[config.mk]
export PLATFORM = sky130hd
export DESIGN_NAME = dsp_mac_driver
export DESIGN_NICKNAME = d
export VERILOG_FILES = /design/src/rtl/dsp_pkg.sv /design/src/rtl/dsp_tag_pipe.sv /design/src/rtl/dsp_mac_driver.sv
export SDC_FILE = /design/constraint.sdc
export NUM_CORES = 1
export LEC_CHECK = 0
export ABC_AREA = 1
export BUFFER_PORTS_ARGS = -buffer_cell sky130_fd_sc_hd__buf_2
export CELL_PAD_IN_SITES_DETAIL_PLACEMENT = 0
export CELL_PAD_IN_SITES_GLOBAL_PLACEMENT = 1
export CORE_ASPECT_RATIO = 1.5
export CORE_MARGIN = 2
export CORE_UTILIZATION = 35
export CTS_BUF_LIST = sky130_fd_sc_hd__clkbuf_8 sky130_fd_sc_hd__clkbuf_16
export CTS_CLUSTER_SIZE = 25
export DETAILED_ROUTE_END_ITERATION = 16
export GPL_TIMING_DRIVEN = 0
export PLACE_DENSITY_LB_ADDON = 0.1
export REMOVE_ABC_BUFFERS = 1
export SLEW_MARGIN = 20
export SYNTH_ARGS = -nofsm -noshare
export SYNTH_HDL_FRONTEND = slang
export SYNTH_SLANG_ARGS = --single-unit
[constraint.sdc]
create_clock -name clk -period 5.3 [get_ports clk]
set_input_delay 0.53 -clock clk [delete_from_list [all_inputs] [get_ports clk]]
set_output_delay 0.53 -clock clk [all_outputs]
set_load 0.02 [all_outputs]
[src/rtl/dsp_pkg.sv]
// Shared definitions for the DSP48 MAC driver: OPMODE codes, FSM states and the issue tag.
`default_nettype none

package dsp_pkg;

  localparam int DSP_LAT_DEFAULT = 3;

  // X mux in bits [1:0] and Z mux in bits [3:2]; pre-adder, carry-in and subtract all off
  localparam logic [7:0] OPM_FIRST = 8'h01;
  localparam logic [7:0] OPM_ACC   = 8'h09;
  localparam logic [7:0] OPM_HOLD  = 8'h08;

  typedef enum logic [1:0] {
    ST_IDLE  = 2'd0,
    ST_RUN   = 2'd1,
    ST_DRAIN = 2'd2,
    ST_OUT   = 2'd3
  } state_t;

  typedef struct packed {
    logic issue;
    logic first;
  } tag_t;

  function automatic logic [7:0] tag_to_opmode(input tag_t t);
    if (!t.issue) return OPM_HOLD;
    return t.first ? OPM_FIRST : OPM_ACC;
  endfunction

endpackage

`default_nettype wire

[src/rtl/dsp_tag_pipe.sv]
// Shift register of {issue, first} tags; tap i is the tag after i+1 register stages.
`default_nettype none

module dsp_tag_pipe
  import dsp_pkg::*;
#(
  parameter int DEPTH   = 4,
  parameter int OPM_TAP = 1
) (
  input  logic clk,
  input  logic rst,
  input  logic clr,
  input  tag_t tag_in,
  output tag_t opm_tag,
  output tag_t win_tag
);

  tag_t [DEPTH-1:0] pipe;

  always_ff @(posedge clk or posedge rst) begin
    if (rst) begin
      pipe <= '0;
    end else if (clr) begin
      pipe <= '0;
    end else begin
      pipe <= {pipe[DEPTH-2:0], tag_in};
    end
  end

  assign opm_tag = pipe[OPM_TAP-1];
  assign win_tag = pipe[DEPTH-1];

endmodule

`default_nettype wire

[src/rtl/dsp_mac_driver.sv]
// Streams (a,b) beats into a DSP48 slice as a dot product and returns P, beat count and overflow.
`default_nettype none

module dsp_mac_driver
  import dsp_pkg::*;
#(
  parameter int DSP_LAT   = DSP_LAT_DEFAULT,
  parameter int OPM_DELAY = 1,
  parameter int CNT_W     = 13
) (
  input  logic             clk,
  input  logic             rst,
  input  logic             clr,
  input  logic             s_valid,
  output logic             s_ready,
  input  logic [17:0]      s_a,
  input  logic [17:0]      s_b,
  input  logic             s_last,
  output logic [17:0]      dsp_a,
  output logic [17:0]      dsp_b,
  output logic [7:0]       dsp_opmode,
  output logic             dsp_ce,
  input  logic [47:0]      dsp_p,
  input  logic             dsp_cout,
  output logic             m_valid,
  input  logic             m_ready,
  output logic [47:0]      m_data,
  output logic [CNT_W-1:0] m_count,
  output logic             m_ovf
);

  localparam int WIN     = DSP_LAT + OPM_DELAY;
  localparam int DRAIN_W = $clog2(WIN + 1);
  localparam logic [CNT_W-1:0] CNT_MAX = '1;

  state_t             state, state_nx;
  logic               accept;
  tag_t               tag_in, opm_tag, win_tag;
  logic [CNT_W-1:0]   count;
  logic               ovf_acc;
  logic               ovf_nx;
  logic [DRAIN_W-1:0] drain;

  assign accept       = s_valid & s_ready;
  assign tag_in.issue = accept;
  assign tag_in.first = (state == ST_IDLE);
  assign ovf_nx       = ovf_acc | (win_tag.issue & dsp_cout);

  dsp_tag_pipe #(
    .DEPTH   (WIN),
    .OPM_TAP (OPM_DELAY)
  ) u_tag_pipe (
    .clk     (clk),
    .rst     (rst),
    .clr     (clr),
    .tag_in  (tag_in),
    .opm_tag (opm_tag),
    .win_tag (win_tag)
  );

  always_comb begin
    state_nx = state;
    case (state)
      ST_IDLE:  if (accept) state_nx = s_last ? ST_DRAIN : ST_RUN;
      ST_RUN:   if (accept && s_last) state_nx = ST_DRAIN;
      ST_DRAIN: if (drain == '0) state_nx = ST_OUT;
      ST_OUT:   if (m_ready) state_nx = ST_IDLE;
      default:  state_nx = ST_IDLE;
    endcase
  end

  always_ff @(posedge clk or posedge rst) begin
    if (rst) begin
      state <= ST_IDLE;
      s_ready <= 1'b0;
      dsp_a <= '0;
      dsp_b <= '0;
      dsp_opmode <= '0;
      dsp_ce <= 1'b0;
      count <= '0;
      ovf_acc <= 1'b0;
      drain <= '0;
      m_valid <= 1'b0;
      m_data <= '0;
      m_count <= '0;
      m_ovf <= 1'b0;
    end else if (clr) begin
      state <= ST_IDLE;
      s_ready <= 1'b0;
      dsp_a <= '0;
      dsp_b <= '0;
      dsp_opmode <= '0;
      dsp_ce <= 1'b0;
      count <= '0;
      ovf_acc <= 1'b0;
      drain <= '0;
      m_valid <= 1'b0;
      m_data <= '0;
      m_count <= '0;
      m_ovf <= 1'b0;
    end else begin
      state <= state_nx;
      dsp_ce <= 1'b1;
      // s_ready is registered so it reads 0 during reset, as every other output does
      s_ready <= (state_nx == ST_IDLE) || (state_nx == ST_RUN);
      dsp_opmode <= tag_to_opmode(opm_tag);

      if (accept) begin
        dsp_a <= s_a;
        dsp_b <= s_b;
        if (state == ST_IDLE) count <= {{(CNT_W-1){1'b0}}, 1'b1};
        else if (count != CNT_MAX) count <= count + 1'b1;
      end

      if (accept && state == ST_IDLE) ovf_acc <= 1'b0;
      else ovf_acc <= ovf_nx;

      if (state_nx == ST_DRAIN && state != ST_DRAIN) drain <= DRAIN_W'(WIN - 1);
      else if (state == ST_DRAIN) drain <= drain - 1'b1;

      // The last beat's sum and carry are on the slice outputs when the drain count hits 0
      if (state == ST_DRAIN && drain == '0) begin
        m_valid <= 1'b1;
        m_data <= dsp_p;
        m_count <= count;
        m_ovf <= ovf_nx;
      end else if (state == ST_OUT && m_ready) begin
        m_valid <= 1'b0;
      end
    end
  end

endmodule

`default_nettype wire

**Word level (Yosys, flattened, before mapping)**

Index checks and enable logic that the tools add are counted.

- Register bits after elaboration: 135
- Input port bits: 91
- Output and inout bits: 109
- Logic and storage cells: 85

- Add/sub/neg operators: 2
- Equality and inequality tests: 7
- Multiplexer cells: 38
- Bitwise operators: 3
- Reductions and logical operators: 15

Operators with widths:

| cell | count |
|---|---|
| two-way mux 48 bit | 2 |
| two-way mux 13 bit | 6 |
| two-way mux 18 bit | 4 |
| two-way mux 8 bit | 4 |
| adder 13 x 1 -> 13 bit (second input constant) | 1 |
| inequality test 13 bit (second input constant) | 1 |
| two-way mux 2 bit | 6 |
| two-way mux 1 bit | 11 |
| two-way mux 3 bit | 3 |
| nonzero test 3 bit | 3 |
| one-hot mux 2 bit (4 select lines) | 1 |
| equality test 2 bit (second input constant) | 3 |
| logical AND 1 bit | 5 |
| equality test 2 x 1 -> 1 bit (second input constant) | 2 |
| zero test 2 bit | 2 |
| two-way mux 4 bit | 1 |
| nonzero test 2 bit | 2 |
| zero test 3 bit | 1 |
| subtractor 3 x 1 -> 3 bit (second input constant) | 1 |
| AND 1 bit | 2 |
| inequality test 2 bit (second input constant) | 1 |
| AND reduction 2 bit | 1 |
| logical OR 1 bit | 1 |
| OR 1 bit | 1 |

**Logic depth before layout (Yosys ltp)**

Gate-level depths: netlist (run 1).

- Word-level depth: 8
- Depth in mapped cells: 10
- Gate-level depth less buffers: 10

**Hierarchy**

From an unflattened synthesis (run 1), not the netlist that was laid out.

- Cell total of the unflattened synthesis: 635
- Area, all modules: 5696.7 um^2

Modules (own cells, without submodules):

| module | times used | cells an instance | area an instance (um^2) | sequential area each (um^2) |
|---|---|---|---|---|
| dsp_mac_driver | 1 | 605 | 5391.4 | 3052.9 |
| dsp_tag_pipe | 1 | 30 | 305.3 | 200.2 |

**Worst setup path after synthesis (run 1)**

Ideal clock, no wire load.

- Path kind: register -> register
- From: register count[0]
- To: register count[5]
- Setup time: 74 ps
- Arrival time: 1487 ps
- Data required time: 5226 ps
- Slack: 3739 ps
- Stages on the path, launching flop included: 11
- Buffers on the path: 1
- Clock period less this slack: 1561 ps
- Path through: dfrtp_1 -> ha_1 -> nand2_2 -> nor2_2 -> nand2_2 -> nor2_4 -> nand2_4 -> nand2_8 -> buf_12 -> nand2_1 -> o21ai_2

- Word-level cells in the longest chain between the ends: 5
- Elaborated cells between the ends (all ways): 8

Ends and longest elaborated chain:

| element | RTL line | text |
|---|---|---|
| start, declared | dsp_mac_driver.sv:39 | `logic [CNT_W-1:0] count;` |
| start signal, assigned | dsp_mac_driver.sv:111 | `if (state == ST_IDLE) count <= {{(CNT_W-1){1'b0}}, 1'b1};` |
| start signal, assigned | dsp_mac_driver.sv:112 | `else if (count != CNT_MAX) count <= count + 1'b1;` |
| adder 13 x 1 -> 13 bit | dsp_mac_driver.sv:112 |  |
| two-way mux 13 bit | dsp_mac_driver.sv:112 |  |
| two-way mux 13 bit | dsp_mac_driver.sv:111 |  |
| two-way mux 13 bit | dsp_mac_driver.sv:108 | `if (accept) begin` |
| two-way mux 13 bit | dsp_mac_driver.sv:87 | `end else if (clr) begin` |

Several ways; a longest one is shown, not always the timed one. The select of a mux whose other input is x is not followed.
A chain may end at the register's enable or synchronous reset.

**Final worst setup path (run 1)**

- From: input clr
- To: register m_data[6]

- Word-level cells in the longest chain between the ends: 1
- Elaborated cells between the ends (all ways): 2

Ends and longest elaborated chain:

| element | RTL line | text |
|---|---|---|
| start, declared | dsp_mac_driver.sv:13 | `input logic clr,` |
| two-way mux 48 bit or nonzero test 2 bit (tied branches) | -- |  |
| end signal, assigned | dsp_mac_driver.sv:124 | `m_data <= dsp_p;` |
| end, declared | dsp_mac_driver.sv:27 | `output logic [47:0] m_data,` |

Several ways; a longest one is shown, not always the timed one.

==> results of run 1 <==
[where the power goes]
group,internal [W],switching [W]
sequential,0.000997,0.0000213
clock,0.000717,0.000427
combinational,0.0000819,0.000158
[worst max-delay path by stage]
stage | from | end | slack (ns) | cells past startpoint
after floorplan | rst | count[0] | 1.41 | 1
after global placement | rst | m_data[13] | -0.18 | 2
after detailed placement | clr | m_data[6] | 2.54 | 5
after CTS | clr | m_data[6] | 2.99 | 5
after global routing | clr | m_data[45] | 2.77 | 5
final | clr | m_data[6] | 3.01 | 5
[flip-flops by register name, summed over array words and instances (netlist names), 2 cells and up]
name	cells
dsp_a	18
dsp_b	18
dsp_opmode	2
m_count	13
m_data	48
u_tag_pipe.opm_tag	2
state	2
count	13
drain	3
[synthesized netlist by cell type]
cell,number,area [um^2]
dfrtp_1,126,3150
nand3_1,76,380
inv_1,75,282
o21ai_0,58,290
nand2_1,45,169
a22o_1,36,315
nor2_1,22,82.6
o21ai_1,13,65.1
buf_2,12,60.1
clkbuf_1,11,41.3
nand4_1,10,62.6
a21oi_1,7,35.0
buf_4,7,52.6
nand2_2,6,37.5
nor2_2,4,25.0
o21ai_2,4,35.0
buf_1,3,11.3
ha_1,3,37.5
nor2_4,3,33.8
clkbuf_2,2,10.0
inv_2,2,7.51
nand3_2,2,20.0
xor2_1,2,17.5
buf_12,1,20.0
conb_1,1,3.75
inv_4,1,6.26
nand2_4,1,11.3
nand2_8,1,20.0
nand4_4,1,21.3
nor3b_1,1,7.51
nor4_1,1,6.26
or2_2,1,6.26
[area by class of cell]
| type | instances | area, um^2 |
|---|---|---|
| Clock inverter | 12 | 139 |
| Multi-Input combinational cell | 303 | 1720 |
| Fill cell | 1514 | 7930 |
| Clock buffer | 19 | 453 |
| Inverter | 78 | 305 |
| Tap cell | 199 | 249 |
| Timing Repair Buffer | 196 | 1050 |
| Sequential cell | 126 | 3150 |
[critical path: stages]
cell and delay, ns:
buf_2 0.22, inv_4 0.26, buf_16 0.30, nand4_4 0.71, o21ai_0 0.48
[layout by cell type, fill, tap and decap left out, drive strengths merged, types with 5 or more instances in the layout]
cell,netlist,final
nand2,53,53
o21ai,75,75
nand4,11,11
clkbuf,13,19
nor2,29,29
a22o,36,36
clkinv,0,5
nand3,78,78
conb,1,6
inv,78,79
dfrtp,126,126
buf,23,196
a21oi,7,7
[routing by layer]
layer / global-route usage / vias to the layer above / share of wire
li1: - / 2159 / -
met1: 0.212 / 2091 / 0.43
met2: 0.295 / 169 / 0.49
met3: 0.0411 / 15 / 0.062
met4: 0.0641 / 0 / 0.016
met5: 0 / - / 0
[metrics by stage]
| step | utilization | total power [W] |
|---|---|---|
| 5_1_grt | 0.471 | 0.00252 |
| 2_1_floorplan | - | 0.00117 |
| 4_1_cts | 0.471 | 0.00244 |
| 3_3_place_gp | 0.424 | 0.00126 |
| 3_5_place_dp | 0.432 | 0.00128 |
| 6_report | 0.471 | 0.00240 |
[cell families (layout without fill, tap and decap cells)]
kind of cell / after synthesis / after routing
AOI/OAI and AO/OA: 118 / 118
xor gates and xnor gates: 2 / 2
adders and majority gates: 3 / 3
buffers and inverters: 114 / 305
DFF: 126 / 126
other: 1 / 6
and+or+nand+nor: 174 / 174
==> results.sh, run 1 <==
export IMPL_hold_slack_ns=0.139
export IMPL_grt_pass1_wl_mm=22.5
export IMPL_worst_r2r_cell_count=4
export IMPL_ant_nets=0
export IMPL_cts_root_buf="clkbuf_16"
export IMPL_worst_slack_ns=3.01
export IMPL_slew_headroom=0.414
export IMPL_cts_max_level=4
export IMPL_required_ns=5.59
export IMPL_regToRegEndpoint="m_data[6]"
export IMPL_die_area_um2=16200
export IMPL_post_route_period_util=0.431
export IMPL_finalMaxSlewViolations=0
export IMPL_crit_type="in -> reg"
export IMPL_routed_wl_mm=13.4
export IMPL_ir_drop_uv=152
export IMPL_crit_fanout=63
export IMPL_gp_congestion=0.747
export IMPL_reg2reg_slack_ns=3.24
export IMPL_synth_mux_area_frac=0
export IMPL_yosysSeqAreaShare=0.592
export IMPL_dp_cells=902
export IMPL_cts_resized=0
export IMPL_final_cells=933
export IMPL_synth_xor_area_frac=0.00329
export IMPL_synth_top_family_by_area="simple AND/OR/NAND/NOR gates"
export IMPL_status="finished, final reports clean"
export IMPL_hpwl_mm=8.81
export IMPL_cts_hold_buffers=0
export IMPL_synth_seq_cells=126
export IMPL_cts_tree="built"
export IMPL_syn_area_um2=5330
export IMPL_fin_area_um2=7070
export IMPL_cts_buffer_depth=2
export IMPL_grt_use_total=0.173
export IMPL_num_vias=4434
export IMPL_numCtsBuffers=17
export IMPL_cts_sinks=126
export IMPL_yosysWarnings=0
export IMPL_maxCapViolCount=0
export IMPL_skew_ns=0.00752
export IMPL_synth_compound_area_frac=0.139
export IMPL_clk_pin_slew_ns=0.06
export IMPL_crit_arrival_ns=2.57
export IMPL_syn_avg_cell_area_um2=9.90
export IMPL_vias_per_cell=4.75
export IMPL_core_um2=15000
export IMPL_drt_iter0_drc=183
export IMPL_rsz0062_at_grt="no"
export IMPL_r2r_start="state[1]"
export IMPL_remaining_drc_errors=0
export IMPL_tightest_slew_ns=0.878
export IMPL_rows=55
export IMPL_hp_class="in -> async"
export IMPL_synth_fa_ha_area_frac=0.00705
export IMPL_antenna_found_initial=0
export IMPL_synthSimpleGateAreaFrac=0.166
export IMPL_drtPass1Iterations=5
export IMPL_final_setup_tns_ns=0
export IMPL_placed_cell_area_um2=6480
export IMPL_grt_start_max_net_pins=71
export IMPL_synthToLayoutAreaGrowth_pct=32.7
export IMPL_startpoint_type="primary input"
export IMPL_avgRoutedWirePerCell_um=14.4
export IMPL_fmax_mhz=438
export IMPL_die_x_um=105
export IMPL_antenna_cells=0
export IMPL_end_kind="flop"
export IMPL_fin_crit_ns=2.29
export IMPL_postSynthCellCount=538
export IMPL_die_h_um=155
export IMPL_synth_cell_types=32
export IMPL_io_pins=200
export IMPL_portBuffers=193
export IMPL_p_per_area_nw_per_um2=340
export IMPL_insertion_delay_ns=0.40
export IMPL_start_util=0.355
export IMPL_setup_viol=0
export IMPL_nets=816
export IMPL_grt_pass1_vias=4490
export IMPL_leakage_nw=3.82
export IMPL_pre_cts_ws_ns=2.54
export IMPL_hold_viol=0
export IMPL_grt_ovfl_total=0
export IMPL_layout_drive_gt1_share=0.349
export IMPL_postCtsSetupBuffers=0
(Power assumes the default switching activity.)
==> inputs of run 2 (changes only) <==
Clock period 5.3 ns to 2.35 ns, I/O delays scaled along.
==> run 2 against run 1 <==
Clock skew rose by 0.00097 ns. Non-clock buffer count is 1 higher. First-iteration DRC count shrank 6.6%. Combinational power is 130% higher. Via count decreased by 0.16%. Utilization up 0.067 points. Critical path depth is 3 higher. Sequential share of layout area shrank 0.063 points. Global-route usage is essentially flat. Die area is the same. Register-to-register slack lost 3.0 ns. Largest power group unchanged. Sequential power rose by 130%.
==> results.sh, run 2 (synthesis results as in run 1) <==
export IMPL_hold_viol=0
export IMPL_largest_reg_flops=48
export IMPL_cts_root_buf="clkbuf_16"
export IMPL_hp_class="in -> reg"
export IMPL_fin_crit_ns=2.06
export IMPL_antenna_found_initial=0
export IMPL_cts_max_level=4
export IMPL_leakage_nw=3.82
export IMPL_grt_start_max_net_pins=71
export IMPL_end_kind="flop"
export IMPL_die_area_um2=16200
export IMPL_seqPwrFrac=0.423
export IMPL_rows=55
export IMPL_cts_tree="built"
export IMPL_antenna_cells=0
export IMPL_vias_per_cell=4.74
export IMPL_routed_wl_mm=13.4
export IMPL_nets=817
export IMPL_placed_cell_area_um2=6480
export IMPL_core_um2=15000
export IMPL_drt_iter0_drc=171
export IMPL_hpwl_mm=8.81
export IMPL_reg_top3="m_data (48), dsp_a (18), dsp_b (18)"
export IMPL_finalMaxSlewViolations=0
export IMPL_top_register="m_data"
export IMPL_grt_ovfl_total=0
export IMPL_slew_headroom=0.418
export IMPL_cts_sinks=126
export IMPL_final_cells=934
export IMPL_die_h_um=155
export IMPL_worst_slack_ns=0.289
export IMPL_io_pins=200
export IMPL_ant_nets=0
export IMPL_maxCapViolCount=0
export IMPL_fin_area_um2=7080
export IMPL_start_util=0.355
export IMPL_grt_pass1_vias=4491
export IMPL_grt_pass1_wl_mm=22.5
export IMPL_cts_buffer_depth=2
export IMPL_worst_r2r_cell_count=8
export IMPL_die_x_um=105
export IMPL_gp_congestion=0.747
export IMPL_tightest_slew_ns=0.871
export IMPL_final_cell_mix="buf_2, dfrtp_1, nand3_1"
export IMPL_crit_type="reg -> reg"
export IMPL_post_route_period_util=0.877
export IMPL_fmax_mhz=485
export IMPL_cts_resized=0
export IMPL_clk_pin_slew_ns=0.06
export IMPL_remaining_drc_errors=0
export IMPL_portBuffers=193
export IMPL_ir_drop_uv=343
export IMPL_p_per_area_nw_per_um2=766
export IMPL_clkPwrFrac=0.476
export IMPL_status="finished, final reports clean"
export IMPL_required_ns=2.68
export IMPL_num_vias=4427
export IMPL_numCtsBuffers=17
export IMPL_final_common_cell="buf_2"
export IMPL_p_total_w=0.00542
export IMPL_pre_cts_ws_ns=-0.114
export IMPL_insertion_delay_ns=0.40
export IMPL_intPower_w=0.00405
export IMPL_p_comb_frac=0.100
export IMPL_grt_use_total=0.173
export IMPL_hold_slack_ns=0.0570
export IMPL_rsz0062_at_grt="no"
export IMPL_startpoint_type="flop"
export IMPL_skew_ns=0.00849
export IMPL_setup_viol=0
export IMPL_fillers=1514
export IMPL_synthToLayoutAreaGrowth_pct=32.9
export IMPL_avgRoutedWirePerCell_um=14.4
export IMPL_crit_arrival_ns=2.40
export IMPL_p_sw_w=0.00137
export IMPL_holdPathStages=2
export IMPL_p_sw_frac=0.253
export IMPL_dp_cells=902
export IMPL_drtPass1Iterations=4
export IMPL_crit_fanout=63
export IMPL_layout_drive_gt1_share=0.348
## run 2: per-layer routing
metal  global-route usage  wire [um]  up-vias
met5                    0          0        -
met4               0.0641        196        0
met3               0.0411        826       14
met2                0.295       6590      162
met1                0.212       5820     2088
li1                     -          -     2163
## run 2: critical path: stages (launching register included)
cell and delay (ns):
dfrtp_1 0.44, inv_2 0.08, nor2_4 0.22, nand3_4 0.63, nand3_1 0.28, nand2_1 0.10
nand3_2 0.09, nand2_1 0.05, nor2_1 0.09
## run 2: stage by stage
stage | setup TNS, ns | utilization
after global placement | -514.08 | 0.424
after detailed placement | -2.33 | 0.432
final | 0 | 0.472
after global routing | 0 | 0.472
after CTS | 0 | 0.472
after floorplan | -171.73 | -
## run 2: area by class of cell
cell class / count / area [um^2] / area share
clock buffers: 19 / 453 / 0.0640
clock inverters: 12 / 139 / 0.0196
inverters: 78 / 305 / 0.0431
multi-input cells: 303 / 1720 / 0.243
flip-flops and latches: 126 / 3150 / 0.445
well taps: 199 / 249 / 0.0352
repair buffers: 197 / 1060 / 0.150
## run 2: timing repair
item	4_1_cts	5_1_grt
hold endpoints to repair	56	0
buffers inserted	0	0
hold buffers	1	0
## run 2: power by group through the flow
stage	clock, W	sequential [W]	combinational [W]
after global placement	0	0.00233	0.000519
after CTS	0.00266	0.00230	0.000556
after global routing	0.00276	0.00231	0.000607
after floorplan	0	0.00241	0.000220
final	0.00258	0.00230	0.000543
after detailed placement	0	0.00233	0.000556
## run 2: final timing paths
check                                      startpoint  slack, ns       endpoint
worst max-delay path                         state[1]       0.29       drain[2]
worst min-delay path                          s_b[11]       0.06      dsp_b[11]
worst max register to register               state[1]       0.29       drain[2]
worst min register to register  u_tag_pipe.opm_tag[0]       0.44  dsp_opmode[3]
max in group asynchronous                         rst       1.26     m_count[1]
min in group asynchronous                         rst       0.40    m_count[11]
